**src/rtl/rename_map_table.sv**
```systemverilog
// rename_map_table: architectural-register to ROB-tag rename map.
// Renames RENAME_WIDTH instructions per cycle with in-group bypass, clears
// busy bits for up to COMMIT_WIDTH retiring mappings per cycle, and (when
// RENAME_MAP_CKPT_EN is defined) keeps NUM_CKPT branch checkpoints that can
// be restored in a single cycle. Without RENAME_MAP_CKPT_EN recovery is by
// flush only and the checkpoint ports are ignored.
module rename_map_table #(
    parameter int ARCH_REG_INDEX_SIZE = 5,
    parameter int NUM_ARCH_REGS       = 32,
    parameter int ROB_ENTRY_WIDTH     = 5,
    parameter int RENAME_WIDTH        = 2,
    parameter int COMMIT_WIDTH        = 2,
    parameter int NUM_CKPT            = 4,
    parameter int CKPT_ID_W           = $clog2(NUM_CKPT)
) (
    input  logic                                                 clk,
    input  logic                                                 reset,
    input  logic [RENAME_WIDTH-1:0]                              rn_valid,
    input  logic [RENAME_WIDTH-1:0][ARCH_REG_INDEX_SIZE-1:0]     rn_rs1,
    input  logic [RENAME_WIDTH-1:0][ARCH_REG_INDEX_SIZE-1:0]     rn_rs2,
    input  logic [RENAME_WIDTH-1:0][ARCH_REG_INDEX_SIZE-1:0]     rn_rd,
    input  logic [RENAME_WIDTH-1:0][ROB_ENTRY_WIDTH-1:0]         rn_rob_id,
    output logic [RENAME_WIDTH-1:0][ROB_ENTRY_WIDTH-1:0]         rs1_tag,
    output logic [RENAME_WIDTH-1:0][ROB_ENTRY_WIDTH-1:0]         rs2_tag,
    output logic [RENAME_WIDTH-1:0]                              rs1_busy,
    output logic [RENAME_WIDTH-1:0]                              rs2_busy,
    input  logic [COMMIT_WIDTH-1:0]                              cm_valid,
    input  logic [COMMIT_WIDTH-1:0][ARCH_REG_INDEX_SIZE-1:0]     cm_rd,
    input  logic [COMMIT_WIDTH-1:0][ROB_ENTRY_WIDTH-1:0]         cm_rob_id,
    input  logic                                                 flush,
    input  logic                                                 ckpt_save,
    output logic                                                 ckpt_free,
    output logic [CKPT_ID_W-1:0]                                 ckpt_alloc_id,
    input  logic                                                 ckpt_restore,
    input  logic [CKPT_ID_W-1:0]                                 ckpt_restore_id,
    input  logic                                                 ckpt_release,
    input  logic [CKPT_ID_W-1:0]                                 ckpt_release_id
);

    typedef logic [NUM_ARCH_REGS-1:0][ROB_ENTRY_WIDTH-1:0] tag_map_t;
    typedef logic [NUM_ARCH_REGS-1:0]                      busy_map_t;

    tag_map_t  tag_r;
    busy_map_t busy_r;
    tag_map_t  ren_tag_s;
    busy_map_t ren_hit_s;
    busy_map_t clr_s;
    tag_map_t  map_tag_s;
    busy_map_t map_busy_s;
    logic      restore_s;
    tag_map_t  rst_tag_s;
    busy_map_t rst_busy_s;

    // Registers whose busy bit a set of commits would clear, given the tag map
    // the commits are compared against.
    function automatic busy_map_t commit_clear(
        input tag_map_t                                          tags,
        input logic [COMMIT_WIDTH-1:0]                           valid,
        input logic [COMMIT_WIDTH-1:0][ARCH_REG_INDEX_SIZE-1:0]  rd,
        input logic [COMMIT_WIDTH-1:0][ROB_ENTRY_WIDTH-1:0]      rob_id
    );
        busy_map_t clr;
        clr = '0;
        for (int j = 0; j < COMMIT_WIDTH; j++) begin
            for (int r = 1; r < NUM_ARCH_REGS; r++) begin
                clr[r] = clr[r] | (valid[j] && (rd[j] == ARCH_REG_INDEX_SIZE'(r))
                                   && (tags[r] == rob_id[j]));
            end
        end
        return clr;
    endfunction

    // Source lookup: map state, overridden by the youngest older slot in this
    // group writing the same register; x0 always reads as ready with tag 0.
    always_comb begin
        logic byp1_v;
        logic byp2_v;
        byp1_v = 1'b0;
        byp2_v = 1'b0;
        for (int i = 0; i < RENAME_WIDTH; i++) begin
            rs1_tag[i]  = tag_r[rn_rs1[i]];
            rs1_busy[i] = busy_r[rn_rs1[i]];
            rs2_tag[i]  = tag_r[rn_rs2[i]];
            rs2_busy[i] = busy_r[rn_rs2[i]];
            for (int p = 0; p < i; p++) begin
                byp1_v = rn_valid[p] && (rn_rd[p] != '0) && (rn_rd[p] == rn_rs1[i]);
                byp2_v = rn_valid[p] && (rn_rd[p] != '0) && (rn_rd[p] == rn_rs2[i]);
                rs1_tag[i]  = byp1_v ? rn_rob_id[p] : rs1_tag[i];
                rs1_busy[i] = rs1_busy[i] | byp1_v;
                rs2_tag[i]  = byp2_v ? rn_rob_id[p] : rs2_tag[i];
                rs2_busy[i] = rs2_busy[i] | byp2_v;
            end
            rs1_tag[i]  = (rn_rs1[i] == '0) ? '0 : rs1_tag[i];
            rs1_busy[i] = rs1_busy[i] & (rn_rs1[i] != '0);
            rs2_tag[i]  = (rn_rs2[i] == '0) ? '0 : rs2_tag[i];
            rs2_busy[i] = rs2_busy[i] & (rn_rs2[i] != '0);
        end
    end

    // Per-register rename result for this group; the highest slot wins.
    always_comb begin
        logic hit_v;
        hit_v     = 1'b0;
        ren_hit_s = '0;
        ren_tag_s = tag_r;
        for (int i = 0; i < RENAME_WIDTH; i++) begin
            for (int r = 1; r < NUM_ARCH_REGS; r++) begin
                hit_v        = rn_valid[i] && (rn_rd[i] == ARCH_REG_INDEX_SIZE'(r));
                ren_hit_s[r] = ren_hit_s[r] | hit_v;
                ren_tag_s[r] = hit_v ? rn_rob_id[i] : ren_tag_s[r];
            end
        end
    end

    // Post-rename, post-commit map; a commit never clears a register that is
    // being renamed again in the same cycle.
    always_comb begin
        clr_s      = commit_clear(tag_r, cm_valid, cm_rd, cm_rob_id) & ~ren_hit_s;
        map_tag_s  = ren_tag_s;
        map_busy_s = ren_hit_s | (busy_r & ~clr_s);
    end

    // Live map register: reset, then flush, then restore, then normal update.
    always_ff @(posedge clk) begin
        if (reset) begin
            tag_r  <= '0;
            busy_r <= '0;
        end else if (flush) begin
            busy_r <= '0;
        end else if (restore_s) begin
            tag_r  <= rst_tag_s;
            busy_r <= rst_busy_s;
        end else begin
            tag_r  <= map_tag_s;
            busy_r <= map_busy_s;
        end
    end

`ifdef RENAME_MAP_CKPT_EN
    tag_map_t             ck_tag_r  [NUM_CKPT];
    busy_map_t            ck_busy_r [NUM_CKPT];
    busy_map_t            ck_clr_s  [NUM_CKPT];
    logic [NUM_CKPT-1:0]  younger_r [NUM_CKPT];
    logic [NUM_CKPT-1:0]  ckv_r;
    logic [NUM_CKPT-1:0]  rel_mask_s;
    logic [NUM_CKPT-1:0]  save_mask_s;
    logic [NUM_CKPT-1:0]  kill_mask_s;
    logic [CKPT_ID_W-1:0] alloc_s;
    logic                 save_en_s;

    // Lowest-index free checkpoint slot.
    always_comb begin
        alloc_s = '0;
        for (int k = NUM_CKPT - 1; k >= 0; k--) begin
            alloc_s = ckv_r[k] ? alloc_s : CKPT_ID_W'(k);
        end
    end

    assign ckpt_free     = ~&ckv_r;
    assign ckpt_alloc_id = alloc_s;
    assign save_en_s     = ckpt_save & ckpt_free;
    assign restore_s     = ckpt_restore;

    // Slot masks, commit clearing of every copy, and the restore image.
    // younger_r[k][m] marks slot m as saved after slot k.
    always_comb begin
        for (int k = 0; k < NUM_CKPT; k++) begin
            ck_clr_s[k]    = commit_clear(ck_tag_r[k], cm_valid, cm_rd, cm_rob_id);
            rel_mask_s[k]  = ckpt_release && (ckpt_release_id == CKPT_ID_W'(k));
            save_mask_s[k] = save_en_s && (alloc_s == CKPT_ID_W'(k));
            kill_mask_s[k] = (ckpt_restore_id == CKPT_ID_W'(k))
                             || younger_r[ckpt_restore_id][k];
        end
        rst_tag_s  = ck_tag_r[ckpt_restore_id];
        rst_busy_s = ck_busy_r[ckpt_restore_id] & ~ck_clr_s[ckpt_restore_id];
    end

    // Checkpoint storage, validity and save-order tracking.
    always_ff @(posedge clk) begin
        if (reset) begin
            ckv_r <= '0;
            for (int k = 0; k < NUM_CKPT; k++) begin
                ck_tag_r[k]  <= '0;
                ck_busy_r[k] <= '0;
                younger_r[k] <= '0;
            end
        end else if (flush) begin
            ckv_r <= '0;
        end else begin
            for (int k = 0; k < NUM_CKPT; k++) begin
                ck_busy_r[k] <= ck_busy_r[k] & ~ck_clr_s[k];
            end
            if (ckpt_restore) begin
                ckv_r <= ckv_r & ~kill_mask_s & ~rel_mask_s;
            end else begin
                ckv_r <= (ckv_r & ~rel_mask_s) | save_mask_s;
                for (int k = 0; k < NUM_CKPT; k++) begin
                    if (save_mask_s[k]) begin
                        ck_tag_r[k]  <= map_tag_s;
                        ck_busy_r[k] <= map_busy_s;
                        younger_r[k] <= '0;
                    end
                end
                for (int k = 0; k < NUM_CKPT; k++) begin
                    for (int m = 0; m < NUM_CKPT; m++) begin
                        if (save_mask_s[m]) begin
                            younger_r[k][m] <= ckv_r[k];
                        end
                    end
                end
            end
        end
    end
`else
    logic unused_ckpt_s;

    assign unused_ckpt_s = ^{ckpt_save, ckpt_restore, ckpt_restore_id,
                             ckpt_release, ckpt_release_id};
    assign ckpt_free     = 1'b0;
    assign ckpt_alloc_id = '0;
    assign restore_s     = 1'b0;
    assign rst_tag_s     = '0;
    assign rst_busy_s    = '0;
`endif

endmodule
```
**config.mk**
```make
export PLATFORM = sky130hd
export DESIGN_NAME = rename_map_table
export DESIGN_NICKNAME = d
export VERILOG_FILES = /design/src/rtl/rename_map_table.sv
export SDC_FILE = /design/constraint.sdc
export NUM_CORES = 1
export LEC_CHECK = 0
export ABC_CLOCK_PERIOD_IN_PS = 7400
export CAP_MARGIN = 20
export CORE_MARGIN = 2
export CORE_UTILIZATION = 55
export CTS_CLUSTER_SIZE = 40
export DETAILED_ROUTE_END_ITERATION = 8
export PLACE_DENSITY = 0.71
export SLEW_MARGIN = 0
export SYNTH_ARGS = -nofsm -noshare
export SYNTH_HDL_FRONTEND = slang
export SYNTH_SLANG_ARGS = --single-unit
```
**constraint.sdc**
```tcl
create_clock -name clk -period 7.4 [get_ports clk]
set_clock_uncertainty 0.1 [all_clocks]
set_input_delay 1.85 -clock clk [delete_from_list [all_inputs] [get_ports clk]]
set_output_delay 1.85 -clock clk [all_outputs]
set_load 0.02 [all_outputs]
```
==> summary by stage, run 1 <==
Yosys
The most used flip-flop cell after synthesis is sky130_fd_sc_hd__dfxtp_1. The post-synthesis async set-or-reset flop share is 0%. The average footprint of a synthesized cell is 9.15 um^2. The cell count after synthesis came out at 2,063.

Yosys attributes the largest share of cell area to sky130_fd_sc_hd__mux4_2 23%, sky130_fd_sc_hd__dfxtp_1 20%, sky130_fd_sc_hd__xor2_1 8.7%, sky130_fd_sc_hd__xnor2_1 6.1%, sky130_fd_sc_hd__a311oi_1 4.4%. The number of synthesized register bits is 186. Counting flops with a built-in enable in the synthesized netlist gives 0. In this run, distinct cell masters in the synthesized netlist total 61. The share of the Yosys chip area taken by registers is 19.7%. The mapped netlist covers 18,900 um^2.

The number of warning messages in the yosys log is 0. The largest area contributor in the synthesized netlist is sky130_fd_sc_hd__mux4_2. The fraction of synthesized cell area taken by the top area cell type is 22.9%.

Clock network
The number of gates resized after CTS was 0. TritonCTS built the clock tree. The cell sitting at the root of the clock tree is a sky130_fd_sc_hd__clkbuf_16. The number of buffers between clock root and the deepest sink is 2. The hold buffer count at cts is 0.

Clock-pin slew was measured on the worst setup and hold paths at 0.07 ns. At the later pin of the worst-skew pair, clock insertion delay measures 0.47 ns. The number of clock buffers added by TritonCTS is 17.

The number of levels the H-tree was split into is 4. The clock sink count is 186. Buffers added to address setup during post-CTS repair amount to 0.

Route
Across all layers, the routed design uses 18,900 vias. In the final routed layout, each cell accounts on average for 32.9 um. In the routed design, unresolved DRC markers number 0. The first routing iteration left 2,920 violations.

The detailed-routing wirelength on met1 is 30.0 mm. The total detailed-routing wirelength is 81.0 mm. Wire segments on met3 add up to 13.8 mm in the final route. The length of the first detailed-routing pass in iterations is 8.

The detail-routed via count per cell is 7.67. Summed over all nets, wire length on met2 after detailed routing comes to 33.0 mm. The remaining antenna violation count after routing is 0. The highest layer touched by signal routing is met5.

Global routing
The maximum number of pins on one net before global-route repair is 93. The global-route wire length before repair is 118 mm. The total overflow left after global routing is 0. The number of global-route vias before repair came to 17,500. The total track usage is 45.2%. The number of antenna violations at the first check in global routing was 5.

Timing
The transition time at the pin with the least slew margin is 1.26 ns. Setup repair after global routing left no endpoint under its margin. The count of final max-slew check failures is 0. Timing would allow up to 145 MHz. Setup total negative slack on the finished layout was measured at 0 ns.

The routed design could run at a clock period as short as 6.91 ns. Setup violations remaining at the end of the flow were counted as 0. The number of hold violations in the final report came to 0. The final critical path takes up 93.4% of the cycle. Headroom to the max-slew limit came out at 15.8%.

Place
The placed cell count is 2,429. The HPWL after detailed placement is 57.1 mm. The number of I/O port buffers is 90. The placer's final routability congestion estimate is 1.05.

Critical path
The critical setup path kind is primary input to primary output. In this run the critical register-to-register path is launched from tag_r[38]. The worst reg2reg path endpoint is busy_r[7]. The worst setup path is launched from a primary input. The critical path data required time is 5.45 ns. STA classifies the critical path endpoint as a primary output. At the worst endpoint, the arrival time is 4.96 ns. Across all register-to-register paths, the minimum setup slack is 5.31 ns. In this run the worst path has a maximum fanout of 17. For the worst flop-to-flop path, the logic depth is 5. The critical path starts at rn_rs2[7].

Layout
The count of cells in the finished layout, fillers not included, comes to 2,464. Of the cells placed in the final design, the portion with a size suffix greater than 1 is 18.7%. Relative to the synthesized area, the layout overhead comes to 8.65%. The final net count is 2,075. The leading cell type in the layout, fill and taps excluded is sky130_fd_sc_hd__nor2_1. Leaving out fill and tap cells, the most frequent cells in the layout are 213 x sky130_fd_sc_hd__nor2_1, 192 x sky130_fd_sc_hd__mux4_2, 188 x sky130_fd_sc_hd__xor2_1.

Die
The initialized floorplan defines 67 standard-cell rows. The number of primary I/O pins is 101. The height of the die is 189 um. The area of the die is 35,800 um^2. The initial core utilization is 56.1%. From left edge to right edge, the die measures 189 um. The area of the core is 33,600 um^2.

Min path
In this run the worst hold path is classified as flip-flop to flip-flop. For hold timing, the worst endpoint is busy_r[23]. The start point of the worst hold path is busy_r[23]. The cell count of the worst hold path is 2.

Pwr
The design internal power is 1.84 mW. The cell area power density is 132 nW/um^2. The leakage power summed over all cells is 6.81 nW. The power share of the sequential group is 38.7%.

In this run, the clock network consumes 37.8% of the power. The switching power is 0.878 mW. The share of total power dissipated in combinational logic is 23.5%. The maximum ir drop on the vdd rail is 0.183 mV. The switching share of total power is 32.3%.

Run status
The flow ran to the end, and the final reports show no timing, DRC or antenna violations.

Job
The tool flagged a number of max-cap violations equal to 0.
sequential cells by signal (all words and copies together) (netlist names):
| signal | count |
|---|---|
| tag_r | 155 |
| busy_r | 31 |
final cells by class:
type | count | area [um^2]
Fill cell | 2852 | 13100
Clock buffer | 22 | 474
Clock inverter | 9 | 160
Inverter | 8 | 30.0
Antenna cell | 3 | 7.51
Sequential cell | 186 | 3720
Multi-Input combinational cell | 1633 | 14200
Tap cell | 448 | 561
Timing Repair Buffer | 155 | 1370
per-stage QoR:
| step | power (mW) | hold slack [ns] | setup WS (ns) | util, % | area [um^2] |
|---|---|---|---|---|---|
| after global routing | 2.78 | 0.471 | 0.409 | 61.0 | 20500 |
| after CTS | 2.69 | 0.417 | 0.631 | 60.9 | 20500 |
| final | 2.72 | 0.435 | 0.492 | 61.0 | 20500 |
| after floorplan | 1.46 | 0.370 | 1.75 | - | 18900 |
| after detailed placement | 1.68 | 0.408 | 0.634 | 59.0 | 19800 |
| after global placement | 1.67 | 0.400 | 0.594 | 59.0 | 19800 |
layer usage:
metal | up-vias | GRT usage [%]
met3 | 307 | 19.1
met1 | 9154 | 61.0
met4 | 4 | 21.2
met5 | - | 0
met2 | 1767 | 62.6
li1 | 7675 | -
cell usage after synthesis, types with 8 or more instances:
| cell | instances |
|---|---|
| sky130_fd_sc_hd__a31oi_1 | 20 |
| sky130_fd_sc_hd__a22o_1 | 13 |
| sky130_fd_sc_hd__buf_2 | 55 |
| sky130_fd_sc_hd__nand4_1 | 57 |
| sky130_fd_sc_hd__nor4_1 | 53 |
| sky130_fd_sc_hd__a21oi_2 | 18 |
| sky130_fd_sc_hd__a21oi_1 | 13 |
| sky130_fd_sc_hd__inv_1 | 8 |
| sky130_fd_sc_hd__dfxtp_1 | 186 |
| sky130_fd_sc_hd__o21ai_0 | 9 |
| sky130_fd_sc_hd__xor2_1 | 188 |
| sky130_fd_sc_hd__clkbuf_1 | 140 |
| sky130_fd_sc_hd__mux4_2 | 192 |
| sky130_fd_sc_hd__xnor2_1 | 132 |
| sky130_fd_sc_hd__nand3_1 | 129 |
| sky130_fd_sc_hd__nor2b_1 | 17 |
| sky130_fd_sc_hd__a41oi_1 | 12 |
| sky130_fd_sc_hd__a311oi_1 | 95 |
| sky130_fd_sc_hd__a22oi_1 | 10 |
| sky130_fd_sc_hd__nor2_1 | 214 |
| sky130_fd_sc_hd__nand2b_1 | 15 |
| sky130_fd_sc_hd__mux2_2 | 35 |
| sky130_fd_sc_hd__a221oi_1 | 9 |
| sky130_fd_sc_hd__buf_1 | 33 |
| sky130_fd_sc_hd__a211oi_1 | 62 |
| sky130_fd_sc_hd__nand2_1 | 165 |
| sky130_fd_sc_hd__mux2i_1 | 77 |
power by group through the flow:
| stage | clock, mW | sequential [mW] | combinational (mW) |
|---|---|---|---|
| detailed placement | 0 | 1.07 | 0.608 |
| global placement | 0 | 1.07 | 0.598 |
| CTS | 1.03 | 1.05 | 0.611 |
| finish | 1.03 | 1.05 | 0.638 |
| global route | 1.07 | 1.05 | 0.659 |
| floorplan | 0 | 1.05 | 0.408 |
cell families (layout without fill, tap and decap cells):
kind of cell    after synthesis  in the layout  share of synthesized area [%]
xor+xnor                    320            320                           14.9
buf+inv                     246            194                           5.48
compound gates              300            300                           12.7
simple gates                703            703                           17.9
mux                         307            307                           29.3
flops                       186            186                           19.7
other cells                   1              6                         0.0199
worst max-delay path, cell delays in order:
cell	delay [ns]
sky130_fd_sc_hd__clkdlybuf4s50_1	0.88
sky130_fd_sc_hd__buf_4	0.39
sky130_fd_sc_hd__mux4_2	0.34
sky130_fd_sc_hd__nor3b_1	0.15
sky130_fd_sc_hd__a2111oi_0	0.55
sky130_fd_sc_hd__a31oi_1	0.19
sky130_fd_sc_hd__clkdlybuf4s50_1	0.59
how the worst max path moves through the flow:
stage / to / slack, ns / depth (start not counted)
detailed placement: rs2_tag[5] / 0.63 / 7
CTS: rs2_tag[5] / 0.63 / 7
global placement: rs2_tag[5] / 0.59 / 7
floorplan: rs1_tag[0] / 1.75 / 4
finish: rs2_tag[5] / 0.49 / 7
global route: rs2_tag[5] / 0.41 / 7
No activity file was read; power rests on OpenSTA's default activity.
==> inputs of run 2 (changes only) <==
- MAX_ROUTING_LAYER: default -> met4
==> summary by stage, run 2 (synthesis gave the netlist of run 1 again) <==
Run status
Outcome: finished, final reports clean (unchanged).

Timing
The final critical-path required period is 7.18 ns (was 6.91 ns). The upper clock frequency limit is 139 MHz (was 145 MHz). The count of final max-slew check failures was 0 (unchanged). The final count of negative-setup-slack endpoints is 0 (unchanged). The transition time at the pin with the least slew margin is 1.08 ns (was 1.26 ns). The post-route setup TNS came to 0 ns (unchanged). The number of hold violations in the final report was 0 (unchanged). The worst slew margin relative to its limit is 27.9% (was 15.8%).

Setup repair after global routing missed its margin: no (unchanged). The share of the clock period used by the worst path after layout is 97.0% (was 93.4%).

Clock network
The buffer cell driving the clock tree root was sky130_fd_sc_hd__clkbuf_16 (unchanged). The number of setup buffers added after CTS was 0 (unchanged). The number of levels the H-tree was split into is 4 (unchanged). The number of buffers inserted during clock tree synthesis is 17 (unchanged). The CTS tree is built (unchanged). The total of cells resized after clock tree synthesis is 0 (unchanged).

The clock sink count is 186 (unchanged). The clock transition at the registers of the reported paths is 0.08 ns (was 0.07 ns). The hold buffer count at cts came to 0 (unchanged). The clock latency on the worst-skew pair is 0.48 ns (was 0.47 ns). The number of buffers between clock root and the deepest sink is 2 (unchanged).

Pwr
The relative contribution of combinational cells to total power came to 24.0% (was 23.5%). The power share of the sequential group is 39.1% (was 38.7%). The cell area power density is 131 nW/um^2 (was 132 nW/um^2). The maximum ir drop on the vdd rail came to 0.182 mV (was 0.183 mV). The leakage power summed over all cells is 6.79 nW (was 6.81 nW). The switching share of total power is 35.2% (was 32.3%).

The design internal power is 1.74 mW (was 1.84 mW). The switching power is 0.945 mW (was 0.878 mW). The proportion of power drawn by the clock network is 36.9% (was 37.8%).

Global routing
The number of antenna violations at the first check in global routing came to 5 (unchanged). The maximum number of pins on one net before global-route repair was 90 (was 93). The total congestion overflow came to 0 (unchanged). The global-route wire length before repair was 120 mm (was 118 mm). The number of global-route vias before repair is 17,300 (was 17,500). The total track usage is 47.3% (was 45.2%).

Critical path
The startpoint type of the worst setup path is a primary input (unchanged). The arrival time of data at the critical path endpoint came to 5.23 ns (was 4.96 ns). The maximum fanout count along the critical path is 14 (was 17).

The critical setup path kind is primary input to primary output (unchanged). The critical path data required time is 5.45 ns (about the same). The most used cell along the critical path is sky130_fd_sc_hd__clkdlybuf4s50_1 (unchanged).

The slowest library cell on the worst path is sky130_fd_sc_hd__clkdlybuf4s50_1 (unchanged). The element type at the critical path end is a primary output (unchanged). The delay of the slowest cell on the worst path is 1.04 ns (was 0.88 ns). Cells along the critical path: clkdlybuf4s50_1 > mux4_2 > nand2b_1 > o21ai_0 > a2111oi_0 > a31oi_1 > clkdlybuf4s50_1 (was clkdlybuf4s50_1 > buf_4 > mux4_2 > nor3b_1 > a2111oi_0 > a31oi_1 > clkdlybuf4s50_1).

Die
The initial core utilization is 56.1% (unchanged). The area of the core is 33,600 um^2 (unchanged). The number of primary I/O pins is 101 (unchanged). The row count is 67 (unchanged). The die width is 189 um (unchanged). The height of the die was 189 um (unchanged).

The area of the die is 35,800 um^2 (unchanged).

Job
The number of maximum-capacitance constraint violations is 0 (unchanged).

Place
The number of I/O port buffers is 90 (unchanged). The post-placement cell area is 19,800 um^2 (about the same). The estimated wirelength of the detail-placed design is 58.0 mm (was 57.1 mm). The placer's final routability congestion estimate is 1.07 (was 1.05).

Layout
The register bank with the most flops is tag_r (unchanged). The design area is 20,400 um^2 (was 20,500 um^2). The number of flip-flops in the largest register was 155 (unchanged). The number of fill cells in the layout was 2,870 (was 2,852). The layout overhead on the synthesized area is 8.31% (was 8.65%). The final net count is 2,075 (unchanged). The leading cell type in the layout, fill and taps excluded was sky130_fd_sc_hd__nor2_1 (unchanged). Registers with the most flip-flops: tag_r: 155 flops, busy_r: 31 flops (unchanged). Most frequent cells in the layout: 213 x sky130_fd_sc_hd__nor2_1, 192 x sky130_fd_sc_hd__mux4_2, 188 x sky130_fd_sc_hd__xor2_1 (unchanged).

The share of cells above drive strength 1 is 18.8% (was 18.7%).

Route
The total vias in the final route came to 19,000 (was 18,900). The length of the first detailed-routing pass in iterations came to 6 (was 8). The routed length per placed instance was 33.6 um (was 32.9 um). The total detailed-routing wirelength was 82.8 mm (was 81.0 mm). The DRC marker count from the first detailed-route iteration is 3,061 (was 2,920). The number of remaining DRC errors is 0 (unchanged). The detail-routed via count per cell was 7.68 (was 7.67).

The remaining antenna violation count after routing is 0 (unchanged).

Min path
The type of the worst min-delay path is flip-flop to flip-flop (unchanged).
-- run 2: power by group through the flow --
stage	clock (mW)	combinational (mW)	sequential, mW
6_report	0.991	0.645	1.05
5_1_grt	1.02	0.664	1.05
2_1_floorplan	0	0.408	1.05
4_1_cts	0.979	0.619	1.05
3_5_place_dp	0	0.616	1.07
3_3_place_gp	0	0.606	1.07
-- run 2: cell type report --
cell class	instances	area (um^2)	share of cell area, %
Multi-Input combinational cell	1633	14200	69.3
Clock buffer	21	460	2.25
Clock inverter	11	125	0.612
Inverter	8	30.0	0.147
Timing Repair Buffer	155	1350	6.62
Antenna cell	5	12.5	0.0612
Sequential cell	186	3720	18.2
Tap cell	448	561	2.74
-- run 2: worst paths after layout --
kind	start	end	slack, ns	depth (start not counted)
worst max-delay path	rn_rs2[7]	rs2_tag[5]	0.22	7
worst min-delay path	busy_r[19]	busy_r[19]	0.44	2
worst max register to register	tag_r[58]	busy_r[11]	5.27	5
worst min register to register	busy_r[19]	busy_r[19]	0.44	2
-- run 2: through the flow --
stage	util, %	hold slack (ns)	total power [mW]	setup slack [ns]	cells
after floorplan	-	0.370	1.46	1.75	2065
after global placement	59.0	0.405	1.68	0.520	2430
after detailed placement	59.0	0.420	1.69	0.471	2430
after CTS	60.8	0.432	2.64	0.454	2462
after global routing	60.8	0.469	2.74	0.284	2467
final	60.8	0.440	2.69	0.224	2467
-- run 2: worst max-delay path, delay by kind of cell --
kind / cells / cell delay [ns]
buf+inv: 2 / 1.62
compound gates: 3 / 1.20
mux: 1 / 0.45
simple gates: 1 / 0.09
-- run 2: layer usage --
layer  track usage (%)  vias to the layer above  part of all wire, %
li1                  -                     7680                    -
met1              63.6                     9216                   38
met2              63.3                     1781                   40
met3              20.6                      278                   18
met4              16.2                        0                  4.1
met5                 -                        -                    0
